[src/rtl/line_window_pkg.sv]
// Shared constants and helpers for the 3x3 line-window generator.
package line_window_pkg;

  localparam int unsigned WIN_DIM  = 3;
  localparam int unsigned WIN_TAPS = 9;

  // Where the pixel considered for acceptance this cycle comes from.
  typedef enum logic [1:0] {
    SRC_NONE = 2'd0,
    SRC_HOLD = 2'd1,
    SRC_FIFO = 2'd2
  } pix_src_e;

  function automatic int unsigned tap_idx(input int unsigned row, input int unsigned col);
    return row * WIN_DIM + col;
  endfunction

endpackage

[src/rtl/line_buffer.sv]
// Single-row pixel history: combinational read and synchronous write at one address.
module line_buffer
  import line_window_pkg::*;
#(
  parameter int unsigned WIDTH = 16,
  parameter int unsigned DEPTH = 64
) (
  input  logic                     clk,
  input  logic                     we,
  input  logic [$clog2(DEPTH)-1:0] addr,
  input  logic [WIDTH-1:0]         wdata,
  output logic [WIDTH-1:0]         rdata
);

  logic [WIDTH-1:0] mem_q [DEPTH];

  always_ff @(posedge clk) begin
    if (we) begin
      mem_q[addr] <= wdata;
    end
  end

  assign rdata = mem_q[addr];

endmodule

[src/rtl/line_window_3x3.sv]
// Sliding 3x3 window generator fed from a raster-order pixel FIFO.
// Optional LINE_WINDOW_MARKERS_EN adds out_sof/out_eol frame markers.
module line_window_3x3
  import line_window_pkg::*;
#(
  parameter int unsigned WIDTH = 16,
  parameter int unsigned IMG_W = 64,
  parameter int unsigned IMG_H = 48
) (
  input  logic                      clk,
  input  logic                      resetn,
  input  logic                      fifo_empty,
  input  logic [WIDTH-1:0]          fifo_q,
  output logic                      fifo_re,
  output logic                      out_valid,
  input  logic                      out_ready,
  output logic [WIN_TAPS*WIDTH-1:0] out_win
`ifdef LINE_WINDOW_MARKERS_EN
  ,
  output logic                      out_sof,
  output logic                      out_eol
`endif
);

  localparam int unsigned COL_W = $clog2(IMG_W);
  localparam int unsigned ROW_W = $clog2(IMG_H);

  localparam logic [COL_W-1:0] COL_LAST  = COL_W'(IMG_W - 1);
  localparam logic [ROW_W-1:0] ROW_LAST  = ROW_W'(IMG_H - 1);
  localparam logic [COL_W-1:0] COL_FIRST = COL_W'(WIN_DIM - 1);
  localparam logic [ROW_W-1:0] ROW_FIRST = ROW_W'(WIN_DIM - 1);

  logic             rd_pending_q, rd_pending_d;
  logic             hold_valid_q, hold_valid_d;
  logic [WIDTH-1:0] hold_data_q, hold_data_d;
  logic [COL_W-1:0] col_q, col_d;
  logic [ROW_W-1:0] row_q, row_d;
  logic             out_valid_q, out_valid_d;
  logic [WIDTH-1:0] win_q [WIN_DIM][WIN_DIM];
  logic [WIDTH-1:0] win_d [WIN_DIM][WIN_DIM];

  logic             stall;
  logic             accept;
  pix_src_e         pix_src;
  logic [WIDTH-1:0] pix;
  logic [WIDTH-1:0] lb0_rdata, lb1_rdata;

  // Handshake, read enable and pixel selection
  always_comb begin
    stall   = out_valid_q && !out_ready;
    fifo_re = resetn && !fifo_empty && !hold_valid_q && !(rd_pending_q && stall);

    if (hold_valid_q) begin
      pix_src = SRC_HOLD;
    end else if (rd_pending_q) begin
      pix_src = SRC_FIFO;
    end else begin
      pix_src = SRC_NONE;
    end

    accept = (pix_src != SRC_NONE) && !stall;
    pix    = (pix_src == SRC_HOLD) ? hold_data_q : fifo_q;
  end

  // A read issued before the stall was visible lands in the hold register.
  always_comb begin
    rd_pending_d = fifo_re;
    hold_valid_d = hold_valid_q;
    hold_data_d  = hold_data_q;
    if (rd_pending_q && stall) begin
      hold_valid_d = 1'b1;
      hold_data_d  = fifo_q;
    end else if (accept && (pix_src == SRC_HOLD)) begin
      hold_valid_d = 1'b0;
    end
  end

  always_comb begin
    col_d = col_q;
    row_d = row_q;
    if (accept) begin
      if (col_q == COL_LAST) begin
        col_d = '0;
        row_d = (row_q == ROW_LAST) ? '0 : row_q + ROW_W'(1);
      end else begin
        col_d = col_q + COL_W'(1);
      end
    end
  end

  always_comb begin
    for (int unsigned r = 0; r < WIN_DIM; r++) begin
      for (int unsigned c = 0; c < WIN_DIM; c++) begin
        win_d[r][c] = win_q[r][c];
      end
    end
    if (accept) begin
      for (int unsigned r = 0; r < WIN_DIM; r++) begin
        for (int unsigned c = 0; c < WIN_DIM - 1; c++) begin
          win_d[r][c] = win_q[r][c+1];
        end
      end
      win_d[0][WIN_DIM-1] = lb1_rdata;
      win_d[1][WIN_DIM-1] = lb0_rdata;
      win_d[2][WIN_DIM-1] = pix;
    end

    out_valid_d = out_valid_q;
    if (accept) begin
      out_valid_d = (row_q >= ROW_FIRST) && (col_q >= COL_FIRST);
    end else if (out_ready) begin
      out_valid_d = 1'b0;
    end
  end

  always_ff @(posedge clk) begin
    if (!resetn) begin
      rd_pending_q <= 1'b0;
      hold_valid_q <= 1'b0;
      hold_data_q  <= '0;
      col_q        <= '0;
      row_q        <= '0;
      out_valid_q  <= 1'b0;
      for (int unsigned r = 0; r < WIN_DIM; r++) begin
        for (int unsigned c = 0; c < WIN_DIM; c++) begin
          win_q[r][c] <= '0;
        end
      end
    end else begin
      rd_pending_q <= rd_pending_d;
      hold_valid_q <= hold_valid_d;
      hold_data_q  <= hold_data_d;
      col_q        <= col_d;
      row_q        <= row_d;
      out_valid_q  <= out_valid_d;
      for (int unsigned r = 0; r < WIN_DIM; r++) begin
        for (int unsigned c = 0; c < WIN_DIM; c++) begin
          win_q[r][c] <= win_d[r][c];
        end
      end
    end
  end

  line_buffer #(
    .WIDTH (WIDTH),
    .DEPTH (IMG_W)
  ) lb0 (
    .clk   (clk),
    .we    (accept && resetn),
    .addr  (col_q),
    .wdata (pix),
    .rdata (lb0_rdata)
  );

  line_buffer #(
    .WIDTH (WIDTH),
    .DEPTH (IMG_W)
  ) lb1 (
    .clk   (clk),
    .we    (accept && resetn),
    .addr  (col_q),
    .wdata (lb0_rdata),
    .rdata (lb1_rdata)
  );

  always_comb begin
    out_valid = out_valid_q;
    out_win   = '0;
    for (int unsigned r = 0; r < WIN_DIM; r++) begin
      for (int unsigned c = 0; c < WIN_DIM; c++) begin
        out_win[tap_idx(r, c)*WIDTH +: WIDTH] = win_q[r][c];
      end
    end
  end

`ifdef LINE_WINDOW_MARKERS_EN
  logic out_sof_q, out_sof_d;
  logic out_eol_q, out_eol_d;

  always_comb begin
    out_sof_d = out_sof_q;
    out_eol_d = out_eol_q;
    if (accept) begin
      out_sof_d = (row_q == ROW_FIRST) && (col_q == COL_FIRST);
      out_eol_d = (row_q >= ROW_FIRST) && (col_q == COL_LAST);
    end else if (out_ready) begin
      out_sof_d = 1'b0;
      out_eol_d = 1'b0;
    end
  end

  always_ff @(posedge clk) begin
    if (!resetn) begin
      out_sof_q <= 1'b0;
      out_eol_q <= 1'b0;
    end else begin
      out_sof_q <= out_sof_d;
      out_eol_q <= out_eol_d;
    end
  end

  assign out_sof = out_sof_q;
  assign out_eol = out_eol_q;
`endif

endmodule

[config.mk]
export PLATFORM = sky130hd
export DESIGN_NAME = line_window_3x3
export DESIGN_NICKNAME = d
export VERILOG_FILES = /design/src/rtl/line_window_pkg.sv /design/src/rtl/line_buffer.sv /design/src/rtl/line_window_3x3.sv
export SDC_FILE = /design/constraint.sdc
export NUM_CORES = 2
export LEC_CHECK = 0
export BUFFER_PORTS_ARGS = -buffer_cell sky130_fd_sc_hd__buf_4
export CAP_MARGIN = 25
export CELL_PAD_IN_SITES_DETAIL_PLACEMENT = 0
export CELL_PAD_IN_SITES_GLOBAL_PLACEMENT = 1
export CORE_MARGIN = 4
export CORE_UTILIZATION = 30
export DETAILED_ROUTE_END_ITERATION = 16
export PLACE_DENSITY_LB_ADDON = 0.1
export SYNTH_ARGS = -nofsm -noshare
export SYNTH_HDL_FRONTEND = slang
export SYNTH_SLANG_ARGS = --single-unit
[constraint.sdc]
create_clock -name clk -period 12.58 [get_ports clk]
set_input_delay 3.774 -clock clk [delete_from_list [all_inputs] [get_ports clk]]
set_output_delay 3.774 -clock clk [all_outputs]
set_load 0.005 [all_outputs]
==> results.cfg <==
[worst_hold_path]
hold_depth = 2
hold_path.class = flip-flop to flip-flop
min_to = win_q[0][39]$_SDFFE_PN0P_
min-delay-start = win_q[0][39]$_SDFFE_PN0P_

[timing]
finalCritPeriodShare_pct = 71.2
final-hold-violation-count = 0
slew_violations = 0
fmax_mhz = 112
min_period_ns = 8.95
setup_tns_ns = 0
slew_headroom_pct = 22.4
rsz0062_at_grt = no
finClkSkew_ns = 0.0575
tightest_slew_ns = 1.16
setup_viol = 0

[layout]
drive_gt1_share_pct = 26.8
final_area_mm2 = 0.0990
fillers = 26200
nNetsFinal = 4533
area_growth_pct = 16.7

[detailed_routing]
drc = 0
wl_um = 258000
vias = 41907
first_iter_violations = 3680
via_per_inst = 4.96
postRouteAntennaNets = 0
wl_per_cell_um = 30.6
firstDrtPassIters = 7

[setup_path]
crit_arrival_ns = 5.18
crit_slowest_cell = and2_1
cp-start-kind = input pin
rr_worst_depth = 7
reg2reg_slack_ns = 7.07
path_common_cell = buf_4
cp-end-kind = output port
r2r_end = lb1.mem_q[2][12]$_DFFE_PP_
worst-setup-path-type = input pin to output port
path_cells = buf_4 > nor2b_1 > and2_1 > nor4b_1 > buf_4
critPathMaxStageDelay_ns = 0.69
required_ns = 8.81
crit_fanout = 18

[job]
cap_viol_max_count = 0

[global_routing]
antenna_found_initial = 18
grt_start_max_net_pins = 148
track_usage_pct = 17.4
grt_pass1_wl_um = 356000
grt_pass1_vias = 43178
overflow = 0

[clock_tree]
cts_tree = done
clk_pin_slew_ns = 0.05
holdBufCountCts = 0
cts_resized = 0
cts_num_sinks = 2229
clockBufferDepth = 4
clock_latency_ns = 0.89
htreeDepth = 4
numCtsBuffers = 249
post_cts_buffers = 0
cts_root_buf = clkbuf_16

[floorplan]
die_h_um = 540
start_util_pct = 30.3
core_area_mm2 = 0.280
rows = 194
io_pins = 166
dieArea_mm2 = 0.291
die_x_um = 540

[yosys]
avgSynthCellArea_um2 = 20.3
ys_ff_latch = 2229
async_flop_share_pct = 0
synth.top_cells.by_count = edfxtp_1 (2048), mux4_2 (488), nand2_1 (355)
ys_seq_area_share_pct = 76.8
synth_area_leaders = edfxtp_1 (72%), mux4_2 (13%), dfxtp_1 (4.3%)
synth-edff-count = 2048
synthesis.area_mm2 = 0.0848
synth_fp_nets = 4212
synth_top_area_share_pct = 72.5
synth_cell_type_count = 59
yosys.area.top_type = edfxtp_1
synth.most_common_cell = edfxtp_1
ys_warn_count = 0
synthFlopType = edfxtp_1
synthCells = 4188

[pwr]
p_int_mw = 12.4
netSwitchingFraction_pct = 21.8
switchingPower_mw = 3.47
combPwrFrac_pct = 4.9
power_leakage_nw = 30.2
power.share.clock_pct = 43.4
ir_drop_v = 0.000112
p_per_area_mw_per_mm2 = 160
seqPwrFrac_pct = 51.7

[placed_design]
gp_congestion = 0.748
placed_area_mm2 = 0.0912
hpwl_um = 145000
io_buffers = 165

[run_status]
status = finished clean
## power groups by stage
stage | Combinational, mW | Clock, mW | Sequential (mW)
after global placement | 0.802 | 0 | 8.36
after global routing | 0.846 | 7.44 | 8.20
after CTS | 0.809 | 7.12 | 8.20
after floorplan | 0.462 | 0 | 8.34
final | 0.783 | 6.89 | 8.20
after detailed placement | 0.809 | 0 | 8.36
## final cells by class
type	count	area (µm²)	share of cell area (%)
Antenna cell	21	52.6	0.0531
Clock buffer	339	6780	6.85
Clock inverter	114	831	0.839
Inverter	7	27.5	0.0278
Multi-Input combinational cell	1694	18900	19.1
Sequential cell	2229	65100	65.8
Tap cell	3724	4660	4.71
Timing Repair Buffer	328	2650	2.68
## critical path, delay by kind of cell
family / cells / cell delay (ns)
buffers and inverters: 2 / 0.29
AND/OR/NAND/NOR: 3 / 1.11
## worst max-delay path by stage
| stage | endpoint | slack [ns] | startpoint | depth (start not counted) |
|---|---|---|---|---|
| 2_1_floorplan | fifo_re | 4.09 | out_ready | 5 |
| 3_3_place_gp | fifo_re | 3.59 | out_ready | 5 |
| 3_5_place_dp | fifo_re | 3.57 | out_ready | 5 |
| 4_1_cts | fifo_re | 3.56 | out_ready | 5 |
| 5_1_grt | fifo_re | 3.44 | out_ready | 5 |
| 6_report | fifo_re | 3.63 | out_ready | 5 |
## per-layer routing
metal  part of all wire [%]  vias up  GRT usage, %
met5                      0        -             0
met4                    2.6        0          4.63
met3                    5.6      330          3.72
met2                     48      935          28.0
met1                     44    22774          23.9
li1                       -    17868             -
## layout by cell type (no fill, tap or decap), types with 93 or more instances in the layout
| cell type | instances |
|---|---|
| a22oi_1 | 143 |
| edfxtp_1 | 2048 |
| mux2i_1 | 105 |
| mux4_2 | 488 |
| clkbuf_16 | 256 |
| a21oi_1 | 93 |
| a21boi_0 | 128 |
| nand2_1 | 355 |
| buf_4 | 310 |
| dfxtp_1 | 177 |
## flip-flops by register name, summed over array words and instances (netlist names), named ones only
| register | flops |
|---|---|
| hold_valid_q | 1 |
| lb0.mem_q | 1024 |
| win_q | 144 |
| row_q | 6 |
| hold_data_q | 16 |
| out_valid | 1 |
| col_q | 6 |
| rd_pending_q | 1 |
| lb1.mem_q | 1024 |
## metrics by stage
step                power, mW  hold slack, ns  setup WS, ns  std cells  utilization [%]
finish                   15.9           0.463          3.63       8456             35.3
global route             16.5           0.484          3.44       8436             35.3
CTS                      16.1           0.466          3.56       8427             35.3
detailed placement       9.17           0.458          3.57       7974             32.5
global placement         9.16           0.448          3.59       7971             32.5
floorplan                8.80           0.440          4.09       4188                -
## kinds of logic (layout without fill, tap and decap cells)
logic type / Yosys count / after routing / share of synthesized area (%)
DFF: 2229 / 2229 / 76.8
AOI/OAI and AO/OA: 499 / 499 / 4.05
xor gates and xnor gates: 9 / 9 / 0.0929
and+or+nand+nor: 567 / 567 / 2.91
muxes: 615 / 615 / 14.5
other: 0 / 21 / 0
buffers and inverters: 265 / 788 / 1.63
adders and majority gates: 4 / 4 / 0.0590
Power figures use the tool's default switching activity.
